File: src/rtl/rpn_eval.sv
// Postfix expression evaluator: consumes operand/operator/end tokens and drives
// an external stack through push/pop strobes, returning the final result.
module rpn_eval #(
    parameter int WORD_BITS = 4
) (
    input  logic                 clk,
    input  logic                 rst,
    input  logic                 tok_valid,
    output logic                 tok_ready,
    input  logic                 tok_is_op,
    input  logic                 tok_is_end,
    input  logic [WORD_BITS-1:0] tok_data,
    output logic [WORD_BITS-1:0] result,
    output logic                 result_valid,
    output logic                 err,
    output logic [1:0]           err_code,
    output logic                 push,
    output logic                 pop,
    output logic [WORD_BITS-1:0] push_data,
    input  logic [WORD_BITS-1:0] pop_data,
    input  logic                 empty,
    input  logic                 full
);

    // state   | meaning
    // IDLE    | accepting tokens; operands pushed directly
    // POP_A   | second (deeper) operand popped into A
    // PUSH    | f(A,B) pushed back onto the stack
    // CHECK   | final value popped; stack must now be empty
    // ERR     | sticky error, draining the stack until reset
    localparam logic [2:0] S_IDLE  = 3'd0;
    localparam logic [2:0] S_POP_A = 3'd1;
    localparam logic [2:0] S_PUSH  = 3'd2;
    localparam logic [2:0] S_CHECK = 3'd3;
    localparam logic [2:0] S_ERR   = 3'd4;

    logic [2:0]           state, state_nxt;
    logic [WORD_BITS-1:0] a_reg, b_reg, r_reg, alu;
    logic [1:0]           op_reg;
    logic                 ld_a, ld_b, ld_r;
    logic                 err_set;
    logic [1:0]           err_code_nxt;

    always_comb begin
        case (op_reg)
            2'b00:   alu = a_reg + b_reg;
            2'b01:   alu = a_reg - b_reg;
            2'b10:   alu = a_reg & b_reg;
            default: alu = a_reg ^ b_reg;
        endcase
    end

    always_comb begin
        state_nxt    = state;
        tok_ready    = 1'b0;
        push         = 1'b0;
        pop          = 1'b0;
        push_data    = '0;
        ld_a         = 1'b0;
        ld_b         = 1'b0;
        ld_r         = 1'b0;
        err_set      = 1'b0;
        err_code_nxt = 2'b00;
        case (state)
            S_IDLE: begin
                tok_ready = 1'b1;
                if (tok_valid) begin
                    if (tok_is_end || tok_is_op) begin
                        if (empty) begin
                            err_set      = 1'b1;
                            err_code_nxt = 2'b10;
                        end else begin
                            pop  = 1'b1;
                            ld_r = tok_is_end;
                            ld_b = !tok_is_end;
                            state_nxt = tok_is_end ? S_CHECK : S_POP_A;
                        end
                    end else if (full) begin
                        err_set      = 1'b1;
                        err_code_nxt = 2'b01;
                    end else begin
                        push      = 1'b1;
                        push_data = tok_data;
                    end
                end
            end
            S_POP_A: begin
                if (empty) begin
                    err_set      = 1'b1;
                    err_code_nxt = 2'b10;
                end else begin
                    pop       = 1'b1;
                    ld_a      = 1'b1;
                    state_nxt = S_PUSH;
                end
            end
            S_PUSH: begin
                push      = 1'b1;
                push_data = alu;
                state_nxt = S_IDLE;
            end
            S_CHECK: begin
                if (empty) begin
                    state_nxt = S_IDLE;
                end else begin
                    err_set      = 1'b1;
                    err_code_nxt = 2'b11;
                end
            end
            S_ERR: begin
                pop = !empty;
            end
            default: state_nxt = S_IDLE;
        endcase
        if (err_set) state_nxt = S_ERR;
    end

    always_ff @(posedge clk or negedge rst) begin
        if (!rst) begin
            state        <= S_IDLE;
            a_reg        <= '0;
            b_reg        <= '0;
            r_reg        <= '0;
            op_reg       <= 2'b00;
            result       <= '0;
            result_valid <= 1'b0;
            err          <= 1'b0;
            err_code     <= 2'b00;
        end else begin
            state        <= state_nxt;
            result_valid <= 1'b0;
            if (ld_b) begin
                b_reg  <= pop_data;
                op_reg <= tok_data[1:0];
            end
            if (ld_a) a_reg <= pop_data;
            if (ld_r) r_reg <= pop_data;
            // err_set only fires outside ERR, so the first error code sticks
            if (err_set) begin
                err      <= 1'b1;
                err_code <= err_code_nxt;
            end
            if (state == S_CHECK && empty) begin
                result       <= r_reg;
                result_valid <= 1'b1;
            end
        end
    end

endmodule

File: config.mk
export PLATFORM = sky130hd
export DESIGN_NAME = rpn_eval
export DESIGN_NICKNAME = d
export VERILOG_FILES = /design/src/rtl/rpn_eval.sv
export SDC_FILE = /design/constraint.sdc
export NUM_CORES = 1
export LEC_CHECK = 0
export BUFFER_PORTS_ARGS = -buffer_cell sky130_fd_sc_hd__buf_2
export CORE_AREA = 2 2 59 117
export DETAILED_ROUTE_END_ITERATION = 10
export DIE_AREA = 0 0 61 119
export PLACE_DENSITY_LB_ADDON = 0.3
export SLEW_MARGIN = 20
export SYNTH_ARGS = -nofsm -noshare
export SYNTH_HDL_FRONTEND = slang
export SYNTH_SLANG_ARGS = --single-unit
File: constraint.sdc
create_clock -name clk -period 3.2 [get_ports clk]
set_input_delay 0.16 -clock clk [delete_from_list [all_inputs] [get_ports clk]]
set_output_delay 0.16 -clock clk [all_outputs]
set_load 0.02 [all_outputs]
# Word level (Yosys, flattened, before mapping)
# Index checks and enable logic that the tools add are counted.
# totals
word_cells	75
out_inout_bits	15
inputBits	15
register_bits	25
# op_classes
eq_ne	12
addsub	2
muxes	43
bitwise	2
n_reduce_logical	7
# op_table
op	n
2-to-1 mux 1 bit	22
2-to-1 mux 3 bit	6
inequality test 3 bit, second input constant	5
2-to-1 mux 4 bit	3
case mux 3 bit (4 select lines)	1
case mux 4 bit (3 select lines)	1
2-to-1 mux 2 bit	5
case mux 4 bit (2 select lines)	1
equality test 3 x 2 -> 1 bit, second input constant	2
case mux 1 bit (3 select lines)	2
case mux 2 bit (3 select lines)	1
AND reduction 6 bit	1
adder 4 bit	1
AND 4 bit	1
subtractor 4 bit	1
bitwise XOR 4 bit	1
equality test 3 x 1 -> 1 bit, second input constant	1
equality test 3 bit, second input constant	1
zero test 3 bit	1
equality test 2 x 1 -> 1 bit, second input constant	1
equality test 2 bit, second input constant	1
zero test 1 bit	2
zero test 2 bit	1
inequality test 2 bit, second input constant	1
other kinds (3)	3

# Longest topological paths before layout
# Gate-level depths: netlist of the first run.
# logic_depth
depth_word	6
depth_mapped	9
ltp_nobuf	9

# Worst setup path after synthesis of the first run
# Ideal clock, no wire load.
# synth_timing
kind	register to output
from	register op_reg[1]
to	output port push_data[3]
path_slack_ns	0.882
path_stages_with_launch	10
n_path_buf	1
arrival_ns	2.158
required_time_ns	3.040
path_cell_list	dfrtp_1 > buf_2 > nor2b_1 > mux2_2 > inv_1 > ha_1 > nor2b_1 > o21a_1 > a2111oi_0 > nand3b_1
# synth_between
elab_chain_cells	3
word_cells_on_any_way	5
classes_between	eq/ne: 2; mux: 2; reduce/logical: 1
# synth_rtl
item	line	text
from (decl)	39	logic [1:0] op_reg;
from (signal assigned)	134	op_reg <= tok_data[1:0];
equality test 2 bit, or another cell as far along	45	case (op_reg)
case mux 4 bit (3 select lines) (*)	45	
case mux 4 bit (2 select lines) (*)	64	case (state)
to (decl)	19	output logic [WORD_BITS-1:0] push_data,
# Every way passes the cells marked *; elsewhere a longest branch is shown, timed or not.

# Worst setup path after layout of the first run
# Same ends and word-level chain as after synthesis.

==> results of run 1 <==
==> power breakdown <==
group          switching (mW)  leakage [nW]  internal [mW]
combinational           0.328         0.514          0.361
sequential              0.130         0.312          0.426
clock                   0.110        0.0382          0.170
==> area by class of cell <==
| class | instances | area [µm²] |
|---|---|---|
| fill | 682 | 4680 |
| multi-input combinational | 93 | 792 |
| sequential | 25 | 626 |
| timing repair buffer | 30 | 155 |
| tap | 88 | 110 |
| clock buffer | 4 | 78.8 |
| inverter | 7 | 26.3 |
==> per-layer routing <==
metal,global-route usage (%),wire length [µm],vias to the layer above
met1,12.7,1430,514
li1,-,-,524
met4,2.85,38,0
met2,15.8,1600,23
met5,0,0,-
met3,1.52,102,4
==> cells by family after synthesis <==
| group | Yosys count | synth area share [%] |
|---|---|---|
| AND/OR/NAND/NOR | 37 | 15.3 |
| adder cells (fa/ha/maj) | 9 | 8.09 |
| multiplexers | 20 | 16.6 |
| XOR/XNOR | 5 | 2.95 |
| flip-flops | 25 | 42.1 |
| AO/OA/AOI/OAI | 22 | 10.4 |
| buffers and inverters | 13 | 4.55 |
==> placed cells by master (no fill, tap or decap), types with 2 or more instances in the layout <==
cell type	instances
sky130_fd_sc_hd__nand3b_1	2
sky130_fd_sc_hd__dfrtp_1	25
sky130_fd_sc_hd__buf_2	29
sky130_fd_sc_hd__xnor2_1	4
sky130_fd_sc_hd__a22o_1	3
sky130_fd_sc_hd__a21oi_1	2
sky130_fd_sc_hd__nor2b_1	5
sky130_fd_sc_hd__o21ai_0	6
sky130_fd_sc_hd__ha_1	8
sky130_fd_sc_hd__o21a_1	2
sky130_fd_sc_hd__nor2_1	6
sky130_fd_sc_hd__mux2_4	6
sky130_fd_sc_hd__nand2_1	7
sky130_fd_sc_hd__inv_1	7
sky130_fd_sc_hd__nor3_1	2
sky130_fd_sc_hd__clkbuf_16	3
sky130_fd_sc_hd__mux2_2	13
==> per-stage QoR <==
stage | util, % | cells | setup slack, ns | area [µm²] | hold WS (ns)
3_3_place_gp | 26.3 | 242 | 0.759 | 1700 | 0.192
4_1_cts | 27.7 | 247 | 0.419 | 1790 | 0.155
2_1_floorplan | - | 131 | 0.882 | 1490 | -0.136
6_report | 27.7 | 247 | 0.449 | 1790 | 0.152
5_1_grt | 27.7 | 247 | 0.273 | 1790 | 0.156
3_5_place_dp | 26.3 | 242 | 0.693 | 1700 | 0.197
==> path summary, 6_finish.rpt <==
| path | start | end | slack [ns] | cells after the start |
|---|---|---|---|---|
| worst max-delay path | op_reg[1] | push_data[3] | 0.45 | 9 |
| worst min-delay path | tok_data[1] | op_reg[1] | 0.15 | 2 |
| worst max register to register | state[0] | op_reg[1] | 1.35 | 4 |
| worst min register to register | err_code[0] | err_code[0] | 0.47 | 2 |
| max in group asynchronous | rst | b_reg[3] | 2.37 | 2 |
| min in group asynchronous | rst | result[0] | 0.44 | 2 |
==> worst max-delay path: cells and delay by family, from the launching register on <==
kind            cells  cell delay, ns
simple gates        3            0.54
compound gates      2            0.50
flops               1            0.47
fa+ha+maj           1            0.21
mux                 1            0.39
buf+inv             2            0.22
==> results, run 1 <==
- The flow ran to the end, and the final reports show no timing, DRC or antenna violations.
- The worst hold path belongs to the class in -> reg.
- The clock slew seen by the registers of the worst setup and hold paths is roughly 0.06 ns.
- The I/O pin total is 30.
- The detailed placer's ending HPWL is between 2000 and 3000 µm.
- Global routing finished with a remaining overflow of 0.
- After detailed routing, the number of remaining DRC violations is 0.
- The DRC marker count from the first detailed-route iteration is 18.
- In this run the number of H-tree levels came out at 1.
- The total standard cell area after synthesis is 1490 µm².
- Across the run, the number of max-cap violations was 0.
- Between clock sinks in the finished design, the worst skew comes to roughly 0.0023 ns.
- Clock tree synthesis found a total of 25 sinks.
- The number of global-route vias before repair is 1,084.
- The type of destination of the critical path is a primary output.
- In this run the horizontal extent of the chip is slightly above 60 µm.
- After layout, the worst path uses 86.0% of the clock period.
- Setup repair after global routing left no endpoint under its margin.
- The synthesis-to-finish area growth is 20.4%.
- The cell count after synthesis came out at 131.
- The antenna diode instance count is 0.
- Dividing the detail-routed via count by the number of cells gives 4.31.
- Counting the buffers created by CTS gives 3.
- The synthesized area per cell is between 10 and 15 µm².
- The worst setup path is launched from a register.
- After layout, the minimum clock period comes to 2.75 ns.
- The worst-path maximum fanout is 10.
- The power per cell area is approximately 850 nW/µm².
- The required time of the critical path is a little over 3 ns.
- The routed layout has between 1,000 and 1,500 vias.
- The arrival time of the worst setup path is roughly 2.6 ns.
- Overall power consumption after layout is estimated at 1.53 mW.
- For this configuration, the core starts out at a cell density of 23.0%.
- For this run, the register share of the synthesized area comes to between 40% and 50%.
- The fraction of layout cells with a size suffix above 1 is between 30% and 40%.
- The remaining max-slew budget at the tightest pin is 61.0%.
- The number of antenna violations at the first check in global routing is 0.
- In the post-synthesis netlist, the cell with the most instances is sky130_fd_sc_hd__dfrtp_1.
- In this run the vertical extent of the chip is roughly 120 µm.
- Once detail routing completed, the nets flagged for antenna violations numbered 0.
- The total nets after synthesis is 155.
- The first global-routing pass estimated 5320 µm of wire.
- IR analysis of the VDD net gives a maximum drop of about 280 µV.
- The cts-stage hold buffer count is 1.
- The library cell appearing most often on the critical path is sky130_fd_sc_hd__nor2b_1.
- Routability-driven placement finished with a final weighted congestion of 0.786.
- The leakage power is 0.864 nW.
- The slowest stage cell on the critical path is sky130_fd_sc_hd__dfrtp_1.
- The count of final hold-check violations was 0.
- Ranked by total cell area, the synthesized netlist is headed by sky130_fd_sc_hd__dfrtp_1, sky130_fd_sc_hd__mux2_2, sky130_fd_sc_hd__ha_1, sky130_fd_sc_hd__mux2_4, sky130_fd_sc_hd__xnor2_1.
- The fraction of post-synthesis cell area in the top cell type by area is 42.1%.
- sky130_fd_sc_hd__dfrtp_1 takes more of the synthesized area than any other cell.
- The final layout contains routed wiring with a total length of about 3200 µm.
- The post-synthesis async set-or-reset flop share is 100%.
- In this run the deepest clock path goes through 2 buffers.
- The number of pins with negative max-slew slack in the final report was 0.
- The number of gates resized after cts is 0.
- The average detailed-routed wire length per instance is around 13 µm.
- The synthesized design contains 25 register bits.
- Sorting the synthesized cells by how often they occur yields sky130_fd_sc_hd__dfrtp_1, sky130_fd_sc_hd__mux2_2, sky130_fd_sc_hd__ha_1, sky130_fd_sc_hd__inv_1, sky130_fd_sc_hd__nand2_1.
- Buffers added to address setup during post-CTS repair amount to 0.
- The root buffer cell chosen for the clock tree is sky130_fd_sc_hd__clkbuf_16.
- The number of synthesis warnings is 0.
- The number of nets at the end of the flow is 184.
- The count of flip-flops with a built-in enable after synthesis is 0.
- The critical path goes through nor2b_1, mux2_2, inv_1, ha_1, nor2b_1, o21a_1, a2111oi_0, nand3b_1, buf_2.
- The actual slew at the worst max-slew pin is approximately 0.59 ns.
- Setup violations remaining at the end of the flow were counted as 0.
- The pre-antenna-repair detailed-routing pass consisted of 4 iterations.
- Entering global routing, the biggest net connects 26 pins.
- The synthesized netlist contains 45 unique library cells.
- TritonCTS built the clock tree.
- For this run, the slowest stage of the critical path takes approximately 0.47 ns.
- The predominant post-synthesis flop cell is sky130_fd_sc_hd__dfrtp_1.
- The die area is approximately 7300 µm².
- Global routing used between 9 and 10% of the available tracks across all layers.
- The maximum achievable frequency is 0.364 GHz.
- The number of I/O port buffers is 29.
- Clock latency on the worst-skew pair, taken at its later pin, is 0.26 ns.
- The type of the worst setup path is reg -> out.
- The final total negative setup slack is 0 ns.
- After floorplanning, the core was sized to cover roughly 6500 µm².
- The number of standard-cell rows in the floorplan is 42.
Note: power is estimated with default switching activity, not from simulation.
==> run 2, diff against run 1 <==
CELL_PAD_IN_SITES_DETAIL_PLACEMENT = 0   (was not set)
CELL_PAD_IN_SITES_GLOBAL_PLACEMENT = 1   (was not set)
CORE_AREA = 2 2 47 92   (was 2 2 59 117)
DIE_AREA = 0 0 49 94   (was 0 0 61 119)
MAX_ROUTING_LAYER = met4   (was not set)
==> run 2 against run 1 <==
Fmax down 2.0%. Flip-flop and latch count unchanged. Critical path depth unchanged. Critical endpoint unchanged. Power down 5.1%. Clock power down 27%. Utilization up 16 points. Largest cell class unchanged. Register-to-register slack worse by 0.05 ns. Count of clock-buffer cells in the layout down 1. Combinational power about the same. Worst hold slack worse by 0.025 ns. Clock skew about the same.
==> results, run 2 (synthesized netlist as in run 1, its figures left out) <==
- The run finished with clean final reports.
- The DRC marker count from the first detailed-route iteration is 12 (-6).
- The actual slew at the worst max-slew pin is 0.560 ns (-0.0249 ns).
- The die area is 4610 µm² (-37%).
- The power per cell area is 845 nW/µm² (-0.98%).
- The all-layer global routing usage is 15.9% (+6.3 points).
- Setup repair after global routing left no endpoint under its margin.
- The clock slew seen by the registers of the worst setup and hold paths came to 0.09 ns (+0.03 ns).
- The maximum root-to-sink buffer count is 2 (unchanged).
- The count of vias placed by the detailed router is 1,079 (+1.3%).
- The total of endpoints with negative setup slack in the final report is 0 (unchanged).
- The worst-skew pair later-pin latency came to 0.28 ns (+0.02 ns).
- Relative to the synthesized area, the layout overhead comes to 15.3%.
- The antenna diode instance count is 0 (unchanged).
- The final total negative setup slack is 0 ns (unchanged).
- The element type at the critical path start is a register.
- The global-route wire length before repair came to 5440 µm (+2.2%).
- The number of I/O port buffers is 29 (unchanged).
- The type of the worst setup path is reg -> out.
- The starting utilization of the core area was 38.2% (+15 points).
- The leakage power is 0.852 nW (-1.4%).
- Traced cell by cell, the critical path runs through nor2b_1, mux2_2, inv_1, ha_1, nor2b_1, o21a_1, a2111oi_0, nand3b_1, buf_2.
- The layout filler cell count was 395 (-42%).
- The highest ir drop seen on vdd is 511 µV (+80%).
- The number of buffer and inverter instances along the worst setup path is 2 (unchanged).
- The maximum achievable frequency is 0.356 GHz (-2.0%).
- The share of the clock period used by the worst path after layout is 87.7% (+1.7 points).
- The height of the die came to 94 µm (-21%).
- The length of the first detailed-routing pass in iterations came to 3 (-1).
- The total number of clock tree sinks was 25 (unchanged).
- The detailed placer's ending HPWL is 2460 µm (-1.7%).
- The die width is 49 µm (-20%).
- The cell area after layout is 1710 µm² (-4.2%).
- The detailed-route vias per instance is 5.14 (+19%).
- The buffer type at the clock tree root is sky130_fd_sc_hd__clkbuf_8.
- The remaining max-slew budget at the tightest pin is 62.6% (+1.7 points).
- The number of global-route vias before repair is 1,139 (+5.1%).
- The register cell area after layout is 626 µm² (unchanged).
- The residual DRC count is 0 (unchanged).
- The worst clock skew was 0.00201 ns (-0.000289 ns).
- The depth of the CTS H-tree came to 1 (unchanged).
- The I/O pin total is 30 (unchanged).
- In the layout the commonest cells are sky130_fd_sc_hd__buf_2, sky130_fd_sc_hd__dfrtp_1, sky130_fd_sc_hd__mux2_2, sky130_fd_sc_hd__ha_1.
- The average detailed-routed wire length per instance came to 14.6 µm (+14%).
- The min-delay analysis places its worst path in the category in -> reg.
- The number of nets at the end of the flow is 184 (unchanged).
- The number of pins with negative max-slew slack in the final report is 0 (unchanged).
- The largest net degree at the start of global routing was 26 (unchanged).
- The fraction of layout cells with a size suffix above 1 is 37.1% (+0.63 points).
- The max capacitance violation total is 0 (unchanged).
- The clock period minus worst slack is 2.81 ns (+0.0547 ns).
- STA classifies the critical path endpoint as a primary output.
- The placement-stage cell area is 1650 µm² (-2.7%).
- The number of clock buffers inserted by TritonCTS is 3 (unchanged).
- The antenna violation net count after detailed routing came to 0 (unchanged).
- The cell family contributing the most delay on the critical path is simple AND/OR/NAND/NOR gates.
- The worst-path maximum fanout is 10 (unchanged).
- The arrival time of the worst setup path is 2.65 ns (+0.06 ns).
- The placeable core region is 3880 µm² (-40%).
- The required time of the critical path is 3.04 ns (about the same).
- The library cell appearing most often on the critical path is sky130_fd_sc_hd__nor2b_1.
- The count of final hold-check violations was 0 (unchanged).
- The delay of the slowest cell on the worst path is 0.48 ns (about the same).
- The number of gates resized after cts is 0 (unchanged).
- The number of standard-cell rows in the floorplan is 32 (-24%).
- The slowest stage cell on the critical path is sky130_fd_sc_hd__dfrtp_1.
- The area of the multi-input gates is 792 µm² (unchanged).
- The final RePlAce weighted congestion is 0.801 (+2.0%).
- The number of antenna violations at the first check in global routing is 0 (unchanged).
- TritonCTS built the clock tree.
- The commonest non-fill, non-tap cell in the layout is sky130_fd_sc_hd__buf_2.
- The total length of routed wires is 3070 µm (-3.2%).
- The leftover overflow at the end of global routing is 0 (unchanged).
-- run 2: cell types whose count changed in the layout (fill, tap and decap cells not counted) --
cell / change
sky130_fd_sc_hd__inv_6: +1
sky130_fd_sc_hd__clkbuf_16: -3
sky130_fd_sc_hd__clkbuf_8: +3
sky130_fd_sc_hd__clkbuf_1: -1
-- run 2: worst paths after layout --
kind                       cells past startpoint           end         from  slack (ns)
max reg2reg                                    4      b_reg[3]     state[0]        1.30
min                                            2     op_reg[0]  tok_data[0]        0.13
min reg2reg                                    1           err          err        0.49
max in group asynchronous                      2      r_reg[2]          rst        2.43
max                                            9  push_data[3]    op_reg[1]        0.39
min in group asynchronous                      2      state[1]          rst        0.40
-- run 2: repair_timing --
| item | 4_1_cts | 5_1_grt |
|---|---|---|
| hold buffers | 1 | 0 |
| buffers inserted | 0 | 0 |
| endpoints found under the hold margin | 25 | 0 |
-- run 2: final cells by class --
type                            count  area share (%)
Multi-Input combinational cell     93            46.2
Sequential cell                    25            36.5
Timing Repair Buffer               30            9.06
Tap cell                           51            3.73
Clock buffer                        3            2.41
Inverter                            7            1.53
Clock inverter                      1           0.511
-- run 2: power breakdown --
group	internal [mW]	switching (mW)
registers	0.425	0.126
clock network	0.0915	0.112
logic	0.359	0.334
-- run 2: metal layers --
metal | wire length [µm] | GRT usage (%)
met3 | 72 | 1.75
met5 | 0 | -
met4 | 61 | 7.14
met2 | 1770 | 30.1
met1 | 1170 | 16.1
-- run 2: per-stage QoR --
stage               util [%]  std cells  worst slack [ns]  hold slack, ns  power, mW
floorplan                  -        131             0.882          -0.136       1.09
global placement        42.6        205             0.760           0.182       1.25
detailed placement      42.6        205             0.676           0.193       1.26
CTS                     44.1        210             0.384           0.130       1.47
global route            44.1        210             0.206           0.130       1.59
finish                  44.1        210             0.394           0.127       1.45
